## config.mk

```make
export PLATFORM = sky130hd
export DESIGN_NAME = rcg_opcg_sched
export DESIGN_NICKNAME = d
export VERILOG_FILES = /design/src/rtl/rcg_opcg_pkg.sv /design/src/rtl/rcg_opcg_pri_enc.sv /design/src/rtl/rcg_opcg_sched.sv
export SDC_FILE = /design/constraint.sdc
export NUM_CORES = 1
export LEC_CHECK = 0
export CAP_MARGIN = 20
export CORE_MARGIN = 2
export CORE_UTILIZATION = 45
export CTS_CLUSTER_DIAMETER = 120
export DETAILED_ROUTE_END_ITERATION = 6
export GPL_TIMING_DRIVEN = 1
export MAX_ROUTING_LAYER = met4
export PLACE_DENSITY = 0.78
export SETUP_SLACK_MARGIN = 0.5
export SKIP_CTS_REPAIR_TIMING = 1
export SLEW_MARGIN = 20
export SYNTH_ARGS = -nofsm -noshare
export SYNTH_HDL_FRONTEND = slang
export SYNTH_SLANG_ARGS = --single-unit
```

## constraint.sdc

```tcl
create_clock -name clk_in -period 5.1 [get_ports clk_in]
set_input_delay 0.51 -clock clk_in [delete_from_list [all_inputs] [get_ports clk_in]]
set_output_delay 0.51 -clock clk_in [all_outputs]
set_load 0.02 [all_outputs]
```

## src/rtl/rcg_opcg_pkg.sv

```systemverilog
// Shared types and constants for the OPCG capture scheduler.
package rcg_opcg_pkg;

  localparam int unsigned NUM_DOM   = 4;
  localparam int unsigned DOM_IDX_W = $clog2(NUM_DOM);
  localparam int unsigned GAP_W     = 4;
  localparam int unsigned TMO_W     = 8;

  localparam logic [TMO_W-1:0] TIMEOUT_MAX = 8'd255;

  typedef enum logic [2:0] {
    ST_IDLE,
    ST_TRIG,
    ST_WAIT,
    ST_GAP,
    ST_DONE
  } state_e;

endpackage

```

## src/rtl/rcg_opcg_pri_enc.sv

```systemverilog
// Lowest-set-bit priority encoder used to pick the next domain to capture.
module rcg_opcg_pri_enc
  import rcg_opcg_pkg::*;
(
  input  logic [NUM_DOM-1:0]   req,
  output logic [DOM_IDX_W-1:0] idx_c,
  output logic                 vld_c
);

  // Scan from the top down so the lowest set bit is the last one written.
  always_comb begin
    idx_c = '0;
    vld_c = 1'b0;
    for (int i = NUM_DOM - 1; i >= 0; i--) begin
      if (req[i]) begin
        idx_c = DOM_IDX_W'(i);
        vld_c = 1'b1;
      end
    end
  end

endmodule

```

## src/rtl/rcg_opcg_sched.sv

```systemverilog
// Sequences OPCG capture triggers across clock domains, one domain at a time.
// Optional WAIT timeout with sticky err: define RCG_OPCG_SCHED_TIMEOUT_EN.
module rcg_opcg_sched
  import rcg_opcg_pkg::*;
(
  input  logic                 clk_in,
  input  logic                 grst_n,
  input  logic                 scan_mode,
  input  logic                 opcg_mode,
  input  logic                 start,
  input  logic [NUM_DOM-1:0]   dom_mask,
  input  logic [GAP_W-1:0]     gap_cfg,
  input  logic [NUM_DOM-1:0]   dom_done,
  output logic [NUM_DOM-1:0]   dom_trig,
  output logic [DOM_IDX_W-1:0] cur_dom,
  output logic                 busy,
  output logic                 done,
  output logic                 err
);

  state_e               state;
  logic [NUM_DOM-1:0]   pend;
  logic [NUM_DOM-1:0]   pend_clr;
  logic [NUM_DOM-1:0]   enc_in;
  logic [GAP_W-1:0]     gap_cnt;
  logic [DOM_IDX_W-1:0] enc_idx;
  logic                 enc_vld;
  logic                 mode_ok;
  logic                 dom_hit;
  logic                 tmo_hit;

  assign mode_ok  = scan_mode & opcg_mode;
  assign pend_clr = pend & ~(NUM_DOM'(1) << cur_dom);
  assign dom_hit  = (state == ST_WAIT) && dom_done[cur_dom];

  // Encoder looks at whatever mask the next TRIG will be chosen from.
  always_comb begin
    enc_in = pend;
    case (state)
      ST_IDLE: enc_in = dom_mask;
      ST_WAIT: enc_in = pend_clr;
      default: enc_in = pend;
    endcase
  end

  rcg_opcg_pri_enc u_pri_enc (
    .req   (enc_in),
    .idx_c (enc_idx),
    .vld_c (enc_vld)
  );

`ifdef RCG_OPCG_SCHED_TIMEOUT_EN
  logic [TMO_W-1:0] tmo_cnt;

  assign tmo_hit = (state == ST_WAIT) && (tmo_cnt == TIMEOUT_MAX - TMO_W'(1));

  always_ff @(posedge clk_in) begin
    if (!grst_n) begin
      tmo_cnt <= '0;
      err     <= 1'b0;
    end else begin
      if (state == ST_TRIG) begin
        tmo_cnt <= '0;
      end else if (state == ST_WAIT) begin
        tmo_cnt <= tmo_cnt + TMO_W'(1);
      end
      if ((state == ST_IDLE) && start && mode_ok) begin
        err <= 1'b0;
      end else if (mode_ok && tmo_hit && !dom_hit) begin
        err <= 1'b1;
      end
    end
  end
`else
  assign tmo_hit = 1'b0;
  assign err     = 1'b0;
`endif

  // Triggers are issued on the edge that enters TRIG so they are visible in the TRIG cycle.
  always_ff @(posedge clk_in) begin
    if (!grst_n) begin
      state    <= ST_IDLE;
      pend     <= '0;
      gap_cnt  <= '0;
      dom_trig <= '0;
      cur_dom  <= '0;
      busy     <= 1'b0;
      done     <= 1'b0;
    end else begin
      dom_trig <= '0;
      done     <= 1'b0;
      if ((state != ST_IDLE) && !mode_ok) begin
        state <= ST_IDLE;
        pend  <= '0;
        busy  <= 1'b0;
      end else begin
        case (state)
          ST_IDLE: begin
            if (start && mode_ok) begin
              pend <= dom_mask;
              busy <= 1'b1;
              if (enc_vld) begin
                state    <= ST_TRIG;
                dom_trig <= NUM_DOM'(1) << enc_idx;
                cur_dom  <= enc_idx;
              end else begin
                state <= ST_DONE;
                done  <= 1'b1;
              end
            end
          end
          ST_TRIG: state <= ST_WAIT;
          ST_WAIT: begin
            if (dom_hit || tmo_hit) begin
              pend <= pend_clr;
              if (!enc_vld) begin
                state <= ST_DONE;
                done  <= 1'b1;
              end else if (gap_cfg != '0) begin
                state   <= ST_GAP;
                gap_cnt <= gap_cfg;
              end else begin
                state    <= ST_TRIG;
                dom_trig <= NUM_DOM'(1) << enc_idx;
                cur_dom  <= enc_idx;
              end
            end
          end
          ST_GAP: begin
            gap_cnt <= gap_cnt - GAP_W'(1);
            if (gap_cnt == GAP_W'(1)) begin
              state    <= ST_TRIG;
              dom_trig <= NUM_DOM'(1) << enc_idx;
              cur_dom  <= enc_idx;
            end
          end
          ST_DONE: begin
            state <= ST_IDLE;
            busy  <= 1'b0;
          end
          default: state <= ST_IDLE;
        endcase
      end
    end
  end

endmodule

```

==> flow_summary.yaml, run 1 <==
critical_path:
  slowest_stage: "nor4_1"
  cp.required_ns: 5.30
  worstPathArrival_ns: 2.66
  endpoint_kind: "register"
  startpoint_type: "input port"
  slowest_delay_ns: 0.67
  path_cells: "clkdlybuf4s50_1 > nor4_1 > o22ai_1 > a2111oi_1 > o31ai_2 > mux2i_1 > nor2_1"
  critPathKind: "input port to register"
  path_max_fanout: 5
finish:
  syn2layout_area_growth_pct: 23.19
  insertedDiodeCount: 0
  instances_no_fill: 198
  n_fill_cell: 228
  fin_area_mm2: 0.001429
  nets: 188
  post-route-util_pct: 58.21
  drive_gt1_share_pct: 6.548
synth:
  synth_area_leaders: "dfxtp_1 33%, a21oi_1 5.2%, nand2_1 4.9%"
  synth_cell_type_count: 46
  synth_top_area_share_pct: 32.79
  synth_area_leader_cell: "dfxtp_1"
  synth_area_mm2: 0.001160
  synth_nets: 165
  syn_inst: 146
  ys_seq_area_share_pct: 32.79
  avgSynthCellArea_um2: 7.944
  synth-seq-cells: 19
  ys_warn_count: 0
routing:
  ant_nets: 0
  drt_iter0_drc: 46
  wl_um: 2960
  first_pass_iters: 7
  drc: 0
  routedWlPerCell_um: 14.95
  vias: 1180
  viasPerCell: 5.960
floorplanning:
  dieArea_mm2: 0.003000
  num_rows: 18
  die_w_um: 54.77
  ios: 26
  initial_core_util_pct: 47.25
  die_h_um: 54.77
  core_mm2: 0.002455
power:
  ir_drop_uv: 182.2
  power.leakage_nw: 0.5238
  finalPower_mw: 0.3310
  power_density_mw_per_mm2: 231.6
sta:
  fin_ws_ns: 2.640
  setup-tns-final_ns: 0
  slew_violations: 0
  fmax_mhz: 406.4
  rsz0062_at_grt: "false"
  max-slew-margin-rel_pct: 44.64
  min_period_ns: 2.460
  setup_violations: 0
  tightest_slew_ns: 0.8241
  period_share_pct: 48.24
  fin_worst_skew_ns: 0.006880
  timing.hold.ws_ns: 0.4899
  hold_violations: 0
run_status:
  status: "finished, final reports clean"
place:
  place.gp.congestion: 0.9272
  place_hpwl_um: 2230
  placedCellCount: 194
  io_buffers: 24
  pre_cts_ws_ns: 2.306
  dpl-instance-area_mm2: 0.001403
grt:
  grt_first_pass_wirelength_um: 4692
  grt_max_degree: 15
  antenna_found_initial: 0
  grtUsageTotal_pct: 22.34
  grt-ovfl-total: 0
  grt_pass1_vias: 1066
clock_tree:
  cts_buffers: 3
  cts_sinks: 19
  cts_tree: "yes"
  clock_latency_ns: 0.30
  clk_path_buf_depth: 2
  h-tree-depth: 1
  cts_root_buf: "clkbuf_4"
  clkTransAtPathRegs_ns: 0.10
job:
  maxCapViolCount: 0
min_path:
  hp-class: "register to register"
-- path summary, 6_finish.rpt --
check	from	endpoint	slack (ns)	cells after the start
min reg2reg	pend[3]	pend[3]	0.49	2
max reg2reg	state[1]	dom_trig[1]	2.74	5
max	gap_cfg[0]	cur_dom[0]	2.64	7
min	pend[3]	pend[3]	0.49	2
-- logic make-up after synthesis --
| group | after synthesis | synth area share [%] |
|---|---|---|
| and+or+nand+nor | 61 | 26.54 |
| AOI/OAI and AO/OA | 48 | 29.56 |
| DFF | 19 | 32.79 |
| buffers and inverters | 12 | 4.962 |
| muxes | 3 | 3.668 |
| adders and majority gates | 2 | 2.157 |
| other | 1 | 0.3233 |
-- power breakdown --
group	switching, mW	internal (mW)	leakage (nW)	total (mW)
Sequential	0.00964	0.153	0.154	0.163
Combinational	0.0511	0.0396	0.355	0.0907
Clock	0.0466	0.0306	0.0150	0.0772
Total	0.107	0.224	0.524	0.331
-- synthesized netlist by cell type, drive strengths merged --
cell type	instances
a221o	3
nand2	15
nor4	1
o211ai	1
conb	1
o2bb2ai	1
buf	5
ha	2
or2	2
o211a	1
inv	6
nand3	4
and3	1
a2bb2oi	1
nand2b	2
nand3b	1
mux4	1
o22ai	3
and3b	1
o21ai	11
a21o	1
dfxtp	19
nor2b	5
nor2	14
mux2i	2
a221oi	1
a21oi	13
clkbuf	1
nor3	11
a211oi	1
a32o	3
nand4	1
a22oi	1
a311oi	1
a21boi	1
nor3b	3
a2111oi	2
o31ai	2
o21bai	1
-- flip-flops by register name, indices dropped and copies added (netlist names) --
register	cells
busy	1
cur_dom	2
dom_trig	4
done	1
gap_cnt	4
pend	4
state	3
-- cell type report --
cell class                 count  area, µm²  share of cell area, %
timing repair buffer          24      240.2                  16.81
tap                           30      37.54                  2.627
multi-input combinational    115      721.9                  50.53
sequential                    19      380.4                  26.62
inverter                       6      22.52                  1.576
clock buffer                   4      26.28                  1.839
-- layer usage --
metal | global-route usage [%] | part of all wire [%] | up-vias
met5 | - | 0 | -
met4 | 10.83 | 1.9 | 0
met3 | 6.831 | 6.7 | 9
met2 | 32.54 | 46 | 45
met1 | 27.83 | 45 | 545
li1 | - | - | 581
-- critical path, delay by kind of cell --
family,cells,cell delay [ns]
and+or+nand+nor,2,0.72
AOI/OAI and AO/OA,3,0.81
muxes,1,0.18
buffers and inverters,1,0.44
-- placed cells by master, fill, tap and decap left out, types with 2 or more instances in the layout --
cell type         n
a21oi_1          12
a221o_1           3
a32o_1            3
clkbuf_4          3
clkdlybuf4s50_1  24
dfxtp_1          19
ha_1              2
inv_1             6
mux2i_1           2
nand2_1          15
nand2b_1          2
nand3_1           4
nor2_1           14
nor2b_1           5
nor3_1           10
nor3b_1           3
o21ai_0          10
o22ai_1           3
o31ai_2           2
or2_4             2
Note: power is estimated with default switching activity, not from simulation.
==> run 2: changes to the inputs <==
--- a/config.mk
+++ b/config.mk
@@ -7,12 +7,12 @@
 export LEC_CHECK = 0
 export CAP_MARGIN = 20
 export CORE_MARGIN = 2
-export CORE_UTILIZATION = 45
+export CORE_UTILIZATION = 44
 export CTS_CLUSTER_DIAMETER = 120
 export DETAILED_ROUTE_END_ITERATION = 6
 export GPL_TIMING_DRIVEN = 1
 export MAX_ROUTING_LAYER = met4
-export PLACE_DENSITY = 0.78
+export PLACE_DENSITY = 0.79
 export SETUP_SLACK_MARGIN = 0.5
 export SKIP_CTS_REPAIR_TIMING = 1
 export SLEW_MARGIN = 20
==> constraint.sdc (replaced) <==
create_clock -name clk_in -period 2.1 [get_ports clk_in]
set_input_delay 0.21 -clock clk_in [delete_from_list [all_inputs] [get_ports clk_in]]
set_output_delay 0.21 -clock clk_in [all_outputs]
set_load 0.02 [all_outputs]
==> flow_summary.yaml, run 2 (same netlist as run 1, synthesis figures left out) <==
place:
  place_hpwl_um: 2508
  place.gp.congestion: 0.8701
  pre_cts_ws_ns: 0.05309
  io_buffers: 24
  dpl-instance-area_mm2: 0.001514
finish:
  reg.largest.list: "dom_trig (4), gap_cnt (4), pend (4)"
  insertedDiodeCount: 0
  nets: 208
  n_fill_cell: 212
  post-route-util_pct: 67.37
  fin_area_mm2: 0.001669
  final_common_cell: "clkdlybuf4s50_1"
  syn2layout_area_growth_pct: 43.91
  layout_common_cells: "23 x clkdlybuf4s50_1, 18 x buf_4, 14 x nand2_1, 14 x dfxtp_1, 13 x nor2_1"
  drive_gt1_share_pct: 25.53
routing:
  wl_um: 3522
  vias: 1316
  drt_iter0_drc: 44
  drc: 0
  ant_nets: 0
  first_pass_iters: 6
  viasPerCell: 6.037
  routedWlPerCell_um: 16.16
sta:
  fmax_mhz: 499.6
  period_share_pct: 95.32
  setup_violations: 0
  fin_ws_ns: 0.09836
  rsz0062_at_grt: "true"
  hold_violations: 0
  setup-tns-final_ns: 0
  min_period_ns: 2.002
  fin_worst_skew_ns: 0.004386
  slew_violations: 0
critical_path:
  worstSetupStartpoint: "state[0]"
  crit_top_cell: "or2_4"
  slowest_delay_ns: 0.39
  crit_cells: 6
  r2r_slack_ns: 0.1
  critical_path_buf_inv_count: 0
  slowest_stage: "a221o_1"
  endpoint_kind: "register"
  ff2ff_path_depth: 6
  cp.required_ns: 2.32
  path_max_fanout: 5
  critPathKind: "register to register"
  startpoint_type: "register"
  regToRegStartpoint: "state[0]"
  worstPathArrival_ns: 2.22
  path_cells: "or2_4 > a221o_1 > a221oi_2 > a21oi_4 > or2_4 > a32o_1"
  path_delay_family: "compound AO/OA/AOI/OAI gates"
floorplanning:
  initial_core_util_pct: 46.82
  core_mm2: 0.002477
  num_rows: 18
  die_h_um: 55.34
  dieArea_mm2: 0.003063
  ios: 26
  die_w_um: 55.34
power:
  power.leakage_nw: 0.6663
  finalPower_mw: 0.8980
  power_density_mw_per_mm2: 538.0
  ir_drop_uv: 353.0
clock_tree:
  cts_buffers: 3
  h-tree-depth: 1
  cts_root_buf: "clkbuf_4"
  cts_sinks: 19
  cts_tree: "yes"
  clkTransAtPathRegs_ns: 0.11
  clk_path_buf_depth: 2
  clock_latency_ns: 0.32
grt:
  grt_pass1_vias: 1247
  grt-ovfl-total: 0
  grtUsageTotal_pct: 23.46
  antenna_found_initial: 0
  grt_first_pass_wirelength_um: 5644
  grt_max_degree: 11
min_path:
  hp-class: "input port to register"
  hp-start: "dom_mask[3]"
  hold_depth: 3
run_status:
  status: "finished, final reports clean"
job:
  maxCapViolCount: 0
## run 2: routing by layer
metal	GRT usage, %	part of all wire (%)	wire, µm
met1	27.43	41	1445
met2	40.99	51	1792
met3	3.044	5.1	180
met4	8.362	3.0	104
met5	-	0	0
## run 2: path summary, 6_finish.rpt
check | end
hold / removal | pend[3]
hold reg to reg | pend[3]
setup / recovery | gap_cnt[2]
setup reg to reg | gap_cnt[2]
## run 2: power by group
group	internal [mW]	total (mW)	switching (mW)	leakage [nW]
clock	0.0745	0.198	0.124	0.0150
sequential	0.372	0.387	0.0145	0.157
combinational	0.147	0.313	0.166	0.495
## run 2: layout make-up
| cell class | count | area, µm² | area share [%] |
|---|---|---|---|
| Clock buffer | 4 | 26.28 | 1.574 |
| Inverter | 6 | 22.52 | 1.349 |
| Multi-Input combinational cell | 115 | 797.0 | 47.75 |
| Sequential cell | 19 | 391.6 | 23.46 |
| Tap cell | 30 | 37.54 | 2.249 |
| Timing Repair Buffer | 44 | 394.1 | 23.61 |
## run 2: worst register-to-register path, delay by kind of cell (launching register included)
family             cells  cell delay (ns)
and+or+nand+nor        2             0.53
AOI/OAI and AO/OA      4             1.02
DFF                    1             0.36
## run 2: through the flow
step	std cells	hold slack, ns
floorplan	146	0.3460
global route	218	0.5104
finish	218	0.5017
CTS	212	0.4714
global placement	208	0.4665
detailed placement	208	0.4814
